File: src/rtl/vector_sweep_ctrl_if.sv
// Bundle between the sweep sequencer, its config master and the swept unit.
// The master side also supplies y_in from the combinational unit.
interface vector_sweep_ctrl_if #(
   parameter int N_IN = 6
);
   logic                   start;
   logic                   abort;
   logic                   y_in;
   logic [N_IN-1:0]        vec_out;
   logic                   busy;
   logic                   done;
   logic [(1<<N_IN)-1:0]   truth;
   logic [N_IN:0]          ones_cnt;
   logic                   found;
   logic [N_IN-1:0]        first_one;

   modport master (
      output start,
      output abort,
      output y_in,
      input  vec_out,
      input  busy,
      input  done,
      input  truth,
      input  ones_cnt,
      input  found,
      input  first_one
   );

   modport slave (
      input  start,
      input  abort,
      input  y_in,
      output vec_out,
      output busy,
      output done,
      output truth,
      output ones_cnt,
      output found,
      output first_one
   );
endinterface

File: src/rtl/vector_sweep_ctrl.sv
// Exhaustive input sweep of a combinational unit, collecting its
// truth table, ones count and lowest vector that drives y high.
module vector_sweep_ctrl #(
   parameter int N_IN   = 6,
   parameter int SETTLE = 2
) (
   input logic                clk,
   input logic                rst,
   vector_sweep_ctrl_if.slave bus
);
   localparam int NV = 1 << N_IN;
   localparam int CW = $clog2(SETTLE + 1);
   localparam logic [N_IN-1:0] LAST = N_IN'(NV - 1);
   localparam logic [CW-1:0]   RELOAD = CW'(SETTLE);

   typedef enum logic [1:0] {
      IDLE,
      SETL,
      SMPL
   } state_t;

   state_t          state;
   logic [CW-1:0]   cnt;
   logic [N_IN-1:0] idx;
   logic            busy_r;
   logic            done_r;
   logic [NV-1:0]   truth_r;
   logic [N_IN:0]   ones_r;
   logic            found_r;
   logic [N_IN-1:0] first_r;

   assign bus.vec_out   = idx;
   assign bus.busy      = busy_r;
   assign bus.done      = done_r;
   assign bus.truth     = truth_r;
   assign bus.ones_cnt  = ones_r;
   assign bus.found     = found_r;
   assign bus.first_one = first_r;

   // idx doubles as vec_out, so it returns to 0 whenever the sweep ends
   always_ff @(posedge clk or posedge rst) begin
      if (rst) begin
         state   <= IDLE;
         cnt     <= '0;
         idx     <= '0;
         busy_r  <= 1'b0;
         done_r  <= 1'b0;
         truth_r <= '0;
         ones_r  <= '0;
         found_r <= 1'b0;
         first_r <= '0;
      end else begin
         done_r <= 1'b0;
         if (bus.abort) begin
            state  <= IDLE;
            busy_r <= 1'b0;
            idx    <= '0;
         end else begin
            unique case (state)
               IDLE: begin
                  if (bus.start) begin
                     truth_r <= '0;
                     ones_r  <= '0;
                     found_r <= 1'b0;
                     first_r <= '0;
                     idx     <= '0;
                     cnt     <= RELOAD;
                     busy_r  <= 1'b1;
                     state   <= SETL;
                  end
               end
               SETL: begin
                  cnt <= cnt - 1'b1;
                  if (cnt == CW'(1))
                     state <= SMPL;
               end
               SMPL: begin
                  truth_r[idx] <= bus.y_in;
                  ones_r <= ones_r + {{N_IN{1'b0}}, bus.y_in};
                  if (bus.y_in && !found_r) begin
                     found_r <= 1'b1;
                     first_r <= idx;
                  end
                  if (idx == LAST) begin
                     busy_r <= 1'b0;
                     done_r <= 1'b1;
                     idx    <= '0;
                     state  <= IDLE;
                  end else begin
                     idx   <= idx + 1'b1;
                     cnt   <= RELOAD;
                     state <= SETL;
                  end
               end
               default: state <= IDLE;
            endcase
         end
      end
   end
endmodule

File: src/flat_wrapper.sv
// flat-port wrapper written by rule: the top's interface ports become plain ports
module vector_sweep_ctrl_flat 
#(
   parameter int N_IN   = 6,
   parameter int SETTLE = 2
)
  (clk, rst, bus_start, bus_abort, bus_y_in, bus_vec_out, bus_busy, bus_done, bus_truth, bus_ones_cnt, bus_found, bus_first_one);
  vector_sweep_ctrl_if #(.N_IN(N_IN)) bus_i ();
  input logic clk;
  input logic rst;
  input wire logic [$bits(bus_i.start)-1:0] bus_start;
  input wire logic [$bits(bus_i.abort)-1:0] bus_abort;
  input wire logic [$bits(bus_i.y_in)-1:0] bus_y_in;
  output wire logic [$bits(bus_i.vec_out)-1:0] bus_vec_out;
  output wire logic [$bits(bus_i.busy)-1:0] bus_busy;
  output wire logic [$bits(bus_i.done)-1:0] bus_done;
  output wire logic [$bits(bus_i.truth)-1:0] bus_truth;
  output wire logic [$bits(bus_i.ones_cnt)-1:0] bus_ones_cnt;
  output wire logic [$bits(bus_i.found)-1:0] bus_found;
  output wire logic [$bits(bus_i.first_one)-1:0] bus_first_one;
  assign bus_i.start = bus_start;
  assign bus_i.abort = bus_abort;
  assign bus_i.y_in = bus_y_in;
  assign bus_vec_out = bus_i.vec_out;
  assign bus_busy = bus_i.busy;
  assign bus_done = bus_i.done;
  assign bus_truth = bus_i.truth;
  assign bus_ones_cnt = bus_i.ones_cnt;
  assign bus_found = bus_i.found;
  assign bus_first_one = bus_i.first_one;
  vector_sweep_ctrl #(.N_IN(N_IN), .SETTLE(SETTLE)) u_core (.clk(clk), .rst(rst), .bus(bus_i));
endmodule
File: config.mk
export PLATFORM = sky130hd
export DESIGN_NAME = vector_sweep_ctrl_flat
export DESIGN_NICKNAME = d
export VERILOG_FILES = /design/src/rtl/vector_sweep_ctrl_if.sv /design/src/rtl/vector_sweep_ctrl.sv /design/src/flat_wrapper.sv
export SDC_FILE = /design/constraint.sdc
export NUM_CORES = 1
export LEC_CHECK = 0
export ABC_AREA = 1
export CORE_ASPECT_RATIO = 0.8
export CORE_UTILIZATION = 52
export DETAILED_ROUTE_END_ITERATION = 16
export HOLD_SLACK_MARGIN = 0.06
export PLACE_DENSITY = 0.84
export SETUP_SLACK_MARGIN = 0.1
export SLEW_MARGIN = 30
export SYNTH_ARGS = -nofsm -noshare
export SYNTH_HDL_FRONTEND = slang
export SYNTH_SLANG_ARGS = --single-unit
export TNS_END_PERCENT = 1
File: constraint.sdc
create_clock -name clk -period 3.4 [get_ports clk]
set_clock_uncertainty 0.15 [all_clocks]
set_input_delay 0.51 -clock clk [delete_from_list [all_inputs] [get_ports clk]]
set_output_delay 0.51 -clock clk [all_outputs]
set_load 0.02 [all_outputs]
==> impl_metrics.csv, run 1 <==
group,metric,value,unit
worst_setup_path,crit_end,"bus_vec_out[4]",
yosys,synthesis.area,4614,µm²
yosys,synth.yosys.seq_area_share,48.81,%
route,vias,4486,
finish,final_util,66.84,%
route,drtIter0Drc,359,
placed_design,dp_hpwl,8.498,mm
sta,maxSlewHeadroom,47.31,%
clock_network,post_cts_buffers,0,
run_status,status,"complete, no violations",
route,drt-total-wl,12.52,mm
power_and_ir_drop,finalPower,2.399,mW
yosys,syn_area_per_cell,7.615,µm²
sta,fmax,0.4408,GHz
grt,track_usage,28.89,%
worst_setup_path,reg2reg_to,"u_core.bus.truth[17]$_DFFE_PP0P_",
grt,grt-ovfl-total,0,
grt,grt_pass1_wl,20.66,mm
flow_run,maxCapViolations,0,
floorplan,io_pins,91,
sta,finalHoldViolations,0,
placed_design,routabilityCongestion,0.8946,
clock_network,worstSkewPairLatency,0.36,ns
yosys,syn_inst,606,
grt,grt_max_degree,62,
clock_network,htree_num_levels,3,
worst_setup_path,path_depth,1,
floorplan,die_w,107.3,µm
worst_setup_path,reg2regPathDepth,7,
worst_setup_path,cp.required,2.74,ns
worst_setup_path,crit_path_end_kind,"output pin",
sta,tns,0,ns
power_and_ir_drop,peakVddDrop,212.9,µV
floorplan,coreArea,8558,µm²
sta,fin_crit,2.269,ns
worst_setup_path,cpPeakStageDelay,0.68,ns
yosys,ys_top_cells_by_area,"dfrtp_1, nand2_1, o21ai_0, nor2_1, nand3_1",
worst_setup_path,critPathBufInv,1,
floorplan,start_util,53.92,%
clock_network,cts_hold_buf,0,
finish,stdcell_count,802,
finish,layout-drive-gt1-share,5.652,%
worst_setup_path,crit_family,"buffers and inverters",
route,routed_via_density,5.594,
power_and_ir_drop,power.leakage,2.756,nW
route,firstDrtPassIters,5,
sta,setup_viol,0,
clock_network,cts_root_buf,"clkbuf_8",
grt,antenna_found_initial,0,
yosys,yosysTopAreaCell,"dfrtp_1",
sta,whs,0.2979,ns
placed_design,dpl.cell_count,786,
placed_design,io_buffer_count,90,
finish,nNetsFinal,694,
worst_setup_path,reg2reg_slack,1.26,ns
worst_setup_path,worstSetupStartpoint,"u_core.bus.vec_out[4]$_DFFE_PP0P_",
sta,worst_pin_slew,0.7903,ns
finish,syn_to_final_growth,23.97,%
route,antenna_left,0,
worst_setup_path,path_class,"reg -> out",
sta,slew_viol_final,0,
worst_setup_path,cp_max_fo,8,
worst_setup_path,startpoint_type,"flop",
yosys,ys_ff_latch,90,
clock_network,clkTransAtPathRegs,0.10,ns
floorplan,die_y,86.26,µm
worst_setup_path,cp_cell_sequence,"clkdlybuf4s50_1",
clock_network,cts-buffers-inserted,9,
clock_network,clockBufferDepth,2,
worst_hold_path,min_path_type,"in -> async",
finish,diodes,0,
clock_network,cts_tree,"built",
clock_network,cts.sinks,90,
yosys,synth_cell_type_count,28,
power_and_ir_drop,powerDensity,419.3,nW/µm²
sta,period_share,66.73,%
grt,first_global_vias,4194,
yosys,syn-num-nets,615,
worst_setup_path,rr_startpoint,"u_core.state[1]$_DFFE_PP0P_",
yosys,ys_warn_count,0,
worst_setup_path,cp_data_arrival_time,1.61,ns
route,wl_per_cell,15.61,µm
route,drc,0,
finish,n_fill_cell,710,
clock_network,cts_resized,0,
yosys,synth_top_area_share,48.81,%
worst_setup_path,critPathSlowestCell,"clkdlybuf4s50_1",
floorplan,die_area,9257,µm²
floorplan,rows,30,
sta,rsz0062_at_grt,"false",
-- kinds of logic after synthesis --
| logic type | after synthesis | synth area share, % |
|---|---|---|
| buffers and inverters | 60 | 7.239 |
| AO/OA/AOI/OAI | 87 | 9.870 |
| adder cells (fa/ha/maj) | 4 | 1.085 |
| AND/OR/NAND/NOR | 365 | 33.00 |
| flip-flops | 90 | 48.81 |
-- cells in the mapped netlist --
| library cell | instances |
|---|---|
| a21oi_1 | 5 |
| a21oi_2 | 1 |
| a22o_1 | 2 |
| buf_1 | 1 |
| buf_2 | 9 |
| buf_4 | 2 |
| buf_6 | 12 |
| clkbuf_1 | 5 |
| dfrtp_1 | 90 |
| ha_1 | 4 |
| inv_1 | 26 |
| inv_2 | 5 |
| nand2_1 | 248 |
| nand2_2 | 1 |
| nand3_1 | 40 |
| nand3_2 | 3 |
| nand3_4 | 1 |
| nand3b_1 | 1 |
| nand4_1 | 13 |
| nor2_1 | 54 |
| nor2_4 | 1 |
| nor2_8 | 1 |
| nor3_1 | 1 |
| nor3_2 | 1 |
| o21ai_0 | 51 |
| o21ai_1 | 25 |
| o21ai_2 | 1 |
| o21bai_1 | 2 |
-- registers in the layout, indices dropped and copies added (netlist names) --
name / flops
u_core.bus.found: 1
u_core.bus.ones_cnt: 7
u_core.state: 2
u_core.bus.done: 1
u_core.bus.busy: 1
u_core.bus.truth: 64
u_core.bus.vec_out: 6
u_core.bus.first_one: 6
u_core.cnt: 2
-- how the worst min path moves through the flow --
stage / from / to / slack, ns / cells after the start
6_report: rst / u_core.bus.first_one[3]$_DFFE_PP0P_ / 0.30 / 2
5_1_grt: rst / u_core.bus.first_one[3]$_DFFE_PP0P_ / 0.34 / 2
4_1_cts: rst / u_core.bus.first_one[3]$_DFFE_PP0P_ / 0.31 / 2
3_5_place_dp: u_core.bus.truth[49]$_DFFE_PP0P_ / u_core.bus.truth[49]$_DFFE_PP0P_ / 0.31 / 2
3_3_place_gp: u_core.cnt[1]$_DFFE_PP0P_ / u_core.cnt[1]$_DFFE_PP0P_ / 0.31 / 2
2_1_floorplan: u_core.cnt[1]$_DFFE_PP0P_ / u_core.cnt[1]$_DFFE_PP0P_ / 0.29 / 2
-- area by class of cell --
class | instances | area [µm²] | area share (%)
repair buffers | 97 | 965.9 | 16.89
multi-input cells | 456 | 2036 | 35.59
clock inverters | 6 | 71.32 | 1.247
clock buffers | 10 | 137.6 | 2.406
inverters | 31 | 117.6 | 2.056
flip-flops and latches | 90 | 2252 | 39.37
well taps | 112 | 140.1 | 2.450
-- cell usage in the layout (no fill, tap or decap) --
cell and instances:
a21oi_1 5, a21oi_4 1, a22o_1 2, buf_12 1
buf_4 6, bufinv_16 1, clkbuf_8 10, clkdlybuf4s50_1 90
clkinv_2 1, clkinv_4 1, clkinvlp_4 2, dfrtp_1 90
ha_1 4, inv_1 25, inv_2 5, inv_6 2
nand2_1 248, nand2_2 1, nand3_1 40, nand3_2 3
nand3_4 1, nand3b_1 1, nand4_1 13, nor2_1 54
nor2_4 1, nor2_8 1, nor3_1 1, nor3_2 1
o21ai_0 51, o21ai_1 25, o21ai_2 1, o21bai_1 2
-- layer usage --
layer	up-vias	track usage [%]	share of wire [%]
met4	0	9.215	1.2
met1	2131	40.47	43
met3	18	6.316	9.7
met5	-	0	0
met2	229	45.22	46
li1	2108	-	-
-- power by group --
| part | leakage (nW) | switching, mW | internal [mW] | total [mW] |
|---|---|---|---|---|
| Clock | 0.0995 | 0.409 | 0.366 | 0.775 |
| Combinational | 1.41 | 0.333 | 0.147 | 0.480 |
| Sequential | 1.25 | 0.0451 | 1.10 | 1.14 |
-- stage by stage --
stage          area (µm²)  setup slack [ns]
4_1_cts              5720             1.125
5_1_grt              5720             1.086
3_3_place_gp         5512             1.028
6_report             5720             1.131
3_5_place_dp         5512            0.9336
2_1_floorplan        4614            0.4047
Power figures use the tool's default switching activity.
==> run 2, diff against run 1 <==
--- a/config.mk
+++ b/config.mk
@@ -7,10 +7,10 @@
 export LEC_CHECK = 0
 export ABC_AREA = 1
 export CORE_ASPECT_RATIO = 0.8
-export CORE_UTILIZATION = 52
+export CORE_UTILIZATION = 47
 export DETAILED_ROUTE_END_ITERATION = 16
 export HOLD_SLACK_MARGIN = 0.06
-export PLACE_DENSITY = 0.84
+export PLACE_DENSITY = 0.81
 export SETUP_SLACK_MARGIN = 0.1
 export SLEW_MARGIN = 30
 export SYNTH_ARGS = -nofsm -noshare
==> constraint.sdc (replaced) <==
create_clock -name clk -period 2 [get_ports clk]
set_clock_uncertainty 0.15 [all_clocks]
set_input_delay 0.3 -clock clk [delete_from_list [all_inputs] [get_ports clk]]
set_output_delay 0.3 -clock clk [all_outputs]
set_load 0.02 [all_outputs]
==> run 2 against run 1 <==
Effect of this change:
- utilization decreased by 2.9 points
- worst hold slack got worse by 0.0039 ns
- critical path type unchanged
- non-clock buffer count increased by 14
- largest cell class unchanged
==> impl_metrics.csv, run 2 (synthesis gave the netlist of run 1 again) <==
group,metric,value,unit
placed_design,dp_hpwl,8.700,mm
flow_run,maxCapViolations,0,
clock_network,cts_tree,"built",
power_and_ir_drop,peakVddDrop,339.4,µV
worst_setup_path,crit_family,"buffers and inverters",
sta,fmax,0.5277,GHz
power_and_ir_drop,p_clk_share,35.4,%
placed_design,pre_cts_ws,0.05781,ns
route,drtIter0Drc,442,
power_and_ir_drop,switching_share,30.53,%
worst_setup_path,reg2reg_slack,0.17,ns
route,routed_via_density,5.539,
placed_design,routabilityCongestion,0.9283,
floorplan,die_y,90.63,µm
sta,maxSlewHeadroom,68.74,%
route,antenna_left,0,
route,drt-total-wl,12.68,mm
worst_setup_path,critPathSlowestCell,"clkdlybuf4s50_1",
sta,rsz0062_at_grt,"true",
finish,syn_to_final_growth,29.09,%
worst_setup_path,rr_startpoint,"u_core.bus.vec_out[3]$_DFFE_PP0P_",
worst_setup_path,cpPeakStageDelay,0.64,ns
run_status,status,"complete, no violations",
worst_setup_path,cp.required,1.55,ns
floorplan,coreArea,9309,µm²
power_and_ir_drop,switchingPower,1.331,mW
route,firstDrtPassIters,5,
finish,nNetsFinal,708,
placed_design,io_buffer_count,90,
sta,slew_viol_final,0,
clock_network,htree_num_levels,3,
finish,largest_reg_flops,64,
grt,grt-ovfl-total,0,
clock_network,cts_root_buf,"clkbuf_16",
clock_network,post_cts_buffers,0,
sta,finalHoldViolations,0,
power_and_ir_drop,p_int,3.028,mW
power_and_ir_drop,pwr-share-comb,19.9,%
worst_setup_path,crit_path_end_kind,"output pin",
worst_setup_path,startpoint_type,"flop",
route,vias,4525,
clock_network,cts-buffers-inserted,9,
sta,setup_slack,0.1051,ns
finish,layout_commonest_cell,"nand2_1",
worst_setup_path,reg2reg_to,"u_core.bus.truth[38]$_DFFE_PP0P_",
grt,first_global_vias,4265,
route,drc,0,
worst_setup_path,cp_data_arrival_time,1.44,ns
grt,grt_pass1_wl,21.14,mm
sta,fin_crit,1.895,ns
clock_network,clockBufferDepth,2,
worst_setup_path,cp_cell_sequence,"clkdlybuf4s50_1",
finish,final_cell_mix,"nand2_1, dfrtp_1, clkdlybuf4s50_1",
floorplan,io_pins,91,
grt,track_usage,26.18,%
worst_hold_path,min_path_type,"in -> async",
sta,tns,0,ns
sta,setup_viol,0,
finish,n_fill_cell,778,
sta,period_share,94.75,%
clock_network,cts.sinks,90,
clock_network,clkTransAtPathRegs,0.06,ns
worst_setup_path,path_depth,1,
floorplan,rows,31,
grt,antenna_found_initial,0,
floorplan,die_area,10220,µm²
floorplan,start_util,49.57,%
power_and_ir_drop,pwr-share-seq,44.7,%
power_and_ir_drop,powerDensity,731.8,nW/µm²
grt,grt_max_degree,91,
clock_network,worstSkewPairLatency,0.34,ns
power_and_ir_drop,power.leakage,2.970,nW
finish,diodes,0,
sta,worst_pin_slew,0.4676,ns
worst_setup_path,path_class,"reg -> out",
worst_setup_path,reg2regPathDepth,6,
clock_network,cts_hold_buf,0,
finish,layout-drive-gt1-share,7.835,%
route,wl_per_cell,15.53,µm
worst_setup_path,critPathBufInv,1,
worst_setup_path,cp_max_fo,8,
floorplan,die_w,112.8,µm
clock_network,cts_resized,2,
-- run 2: changes by cell type in the layout (fill, tap and decap cells not counted), sizes merged --
cell / before / now
dlymetal6s2s: 0 / 6
clkbuf: 10 / 11
clkdlybuf4s50: 90 / 83
inv: 32 / 30
dlygate4sd2: 0 / 1
buf: 7 / 21
bufinv: 1 / 0
-- run 2: per-layer routing --
layer	up-vias	GRT usage, %	share of wire (%)
met5	-	0	0
met1	2115	37.05	44
met2	257	40.64	45
met3	27	6.242	9.5
li1	2126	-	-
met4	0	6.111	1.6
-- run 2: area by class of cell --
cell class              instances  area, µm²  share of cell area (%)
well taps                     115      143.9                   2.415
multi-input cells             456       2041                   34.26
inverters                      31      120.1                   2.016
clock inverters                 3      17.52                  0.2941
repair buffers                111       1135                   19.05
clock buffers                  11      242.7                   4.075
flip-flops and latches         90       2257                   37.89
-- run 2: worst max-delay path by stage --
stage                                       from                               end  slack (ns)
3_3_place_gp                           bus_abort  u_core.bus.truth[22]$_DFFE_PP0P_        0.11
5_1_grt        u_core.bus.vec_out[5]$_DFFE_PP0P_  u_core.bus.truth[18]$_DFFE_PP0P_        0.03
6_report       u_core.bus.vec_out[4]$_DFFE_PP0P_                    bus_vec_out[4]        0.11
3_5_place_dp                           bus_abort  u_core.bus.truth[62]$_DFFE_PP0P_        0.06
4_1_cts        u_core.bus.vec_out[3]$_DFFE_PP0P_                    bus_vec_out[3]        0.02
2_1_floorplan  u_core.bus.vec_out[1]$_DFFE_PP0P_  u_core.bus.truth[20]$_DFFE_PP0P_        0.43
-- run 2: power by group through the flow --
stage | combinational (mW) | sequential (mW) | clock (mW)
floorplan | 0.657 | 1.96 | 0
global placement | 0.821 | 1.98 | 0
global route | 0.954 | 1.95 | 1.64
CTS | 0.859 | 1.95 | 1.56
finish | 0.867 | 1.95 | 1.54
detailed placement | 0.855 | 1.98 | 0
-- run 2: worst min-delay path, stage by stage --
cell	delay, ns
clkdlybuf4s50_1	0.44
clkinvlp_4	0.10
buf_12	0.38
-- run 2: metrics by stage --
stage	hold slack [ns]	power, mW	cells	util, %	cell area (µm²)
final	0.2940	4.359	817	63.99	5957
after global routing	0.3376	4.546	817	63.99	5957
after CTS	0.3253	4.364	817	63.74	5933
after detailed placement	0.3117	2.834	803	60.94	5673
after global placement	0.3079	2.798	803	60.94	5673
after floorplan	0.2919	2.613	606	-	4618
==> run 3, diff against run 2 <==
--- a/config.mk
+++ b/config.mk
@@ -6,6 +6,7 @@
 export NUM_CORES = 1
 export LEC_CHECK = 0
 export ABC_AREA = 1
+export ABC_CLOCK_PERIOD_IN_PS = 2000
 export CORE_ASPECT_RATIO = 0.8
 export CORE_UTILIZATION = 47
 export DETAILED_ROUTE_END_ITERATION = 16
==> results of run 3 <==
No change in the layout: final DEF, timing and power equal those of run 2.
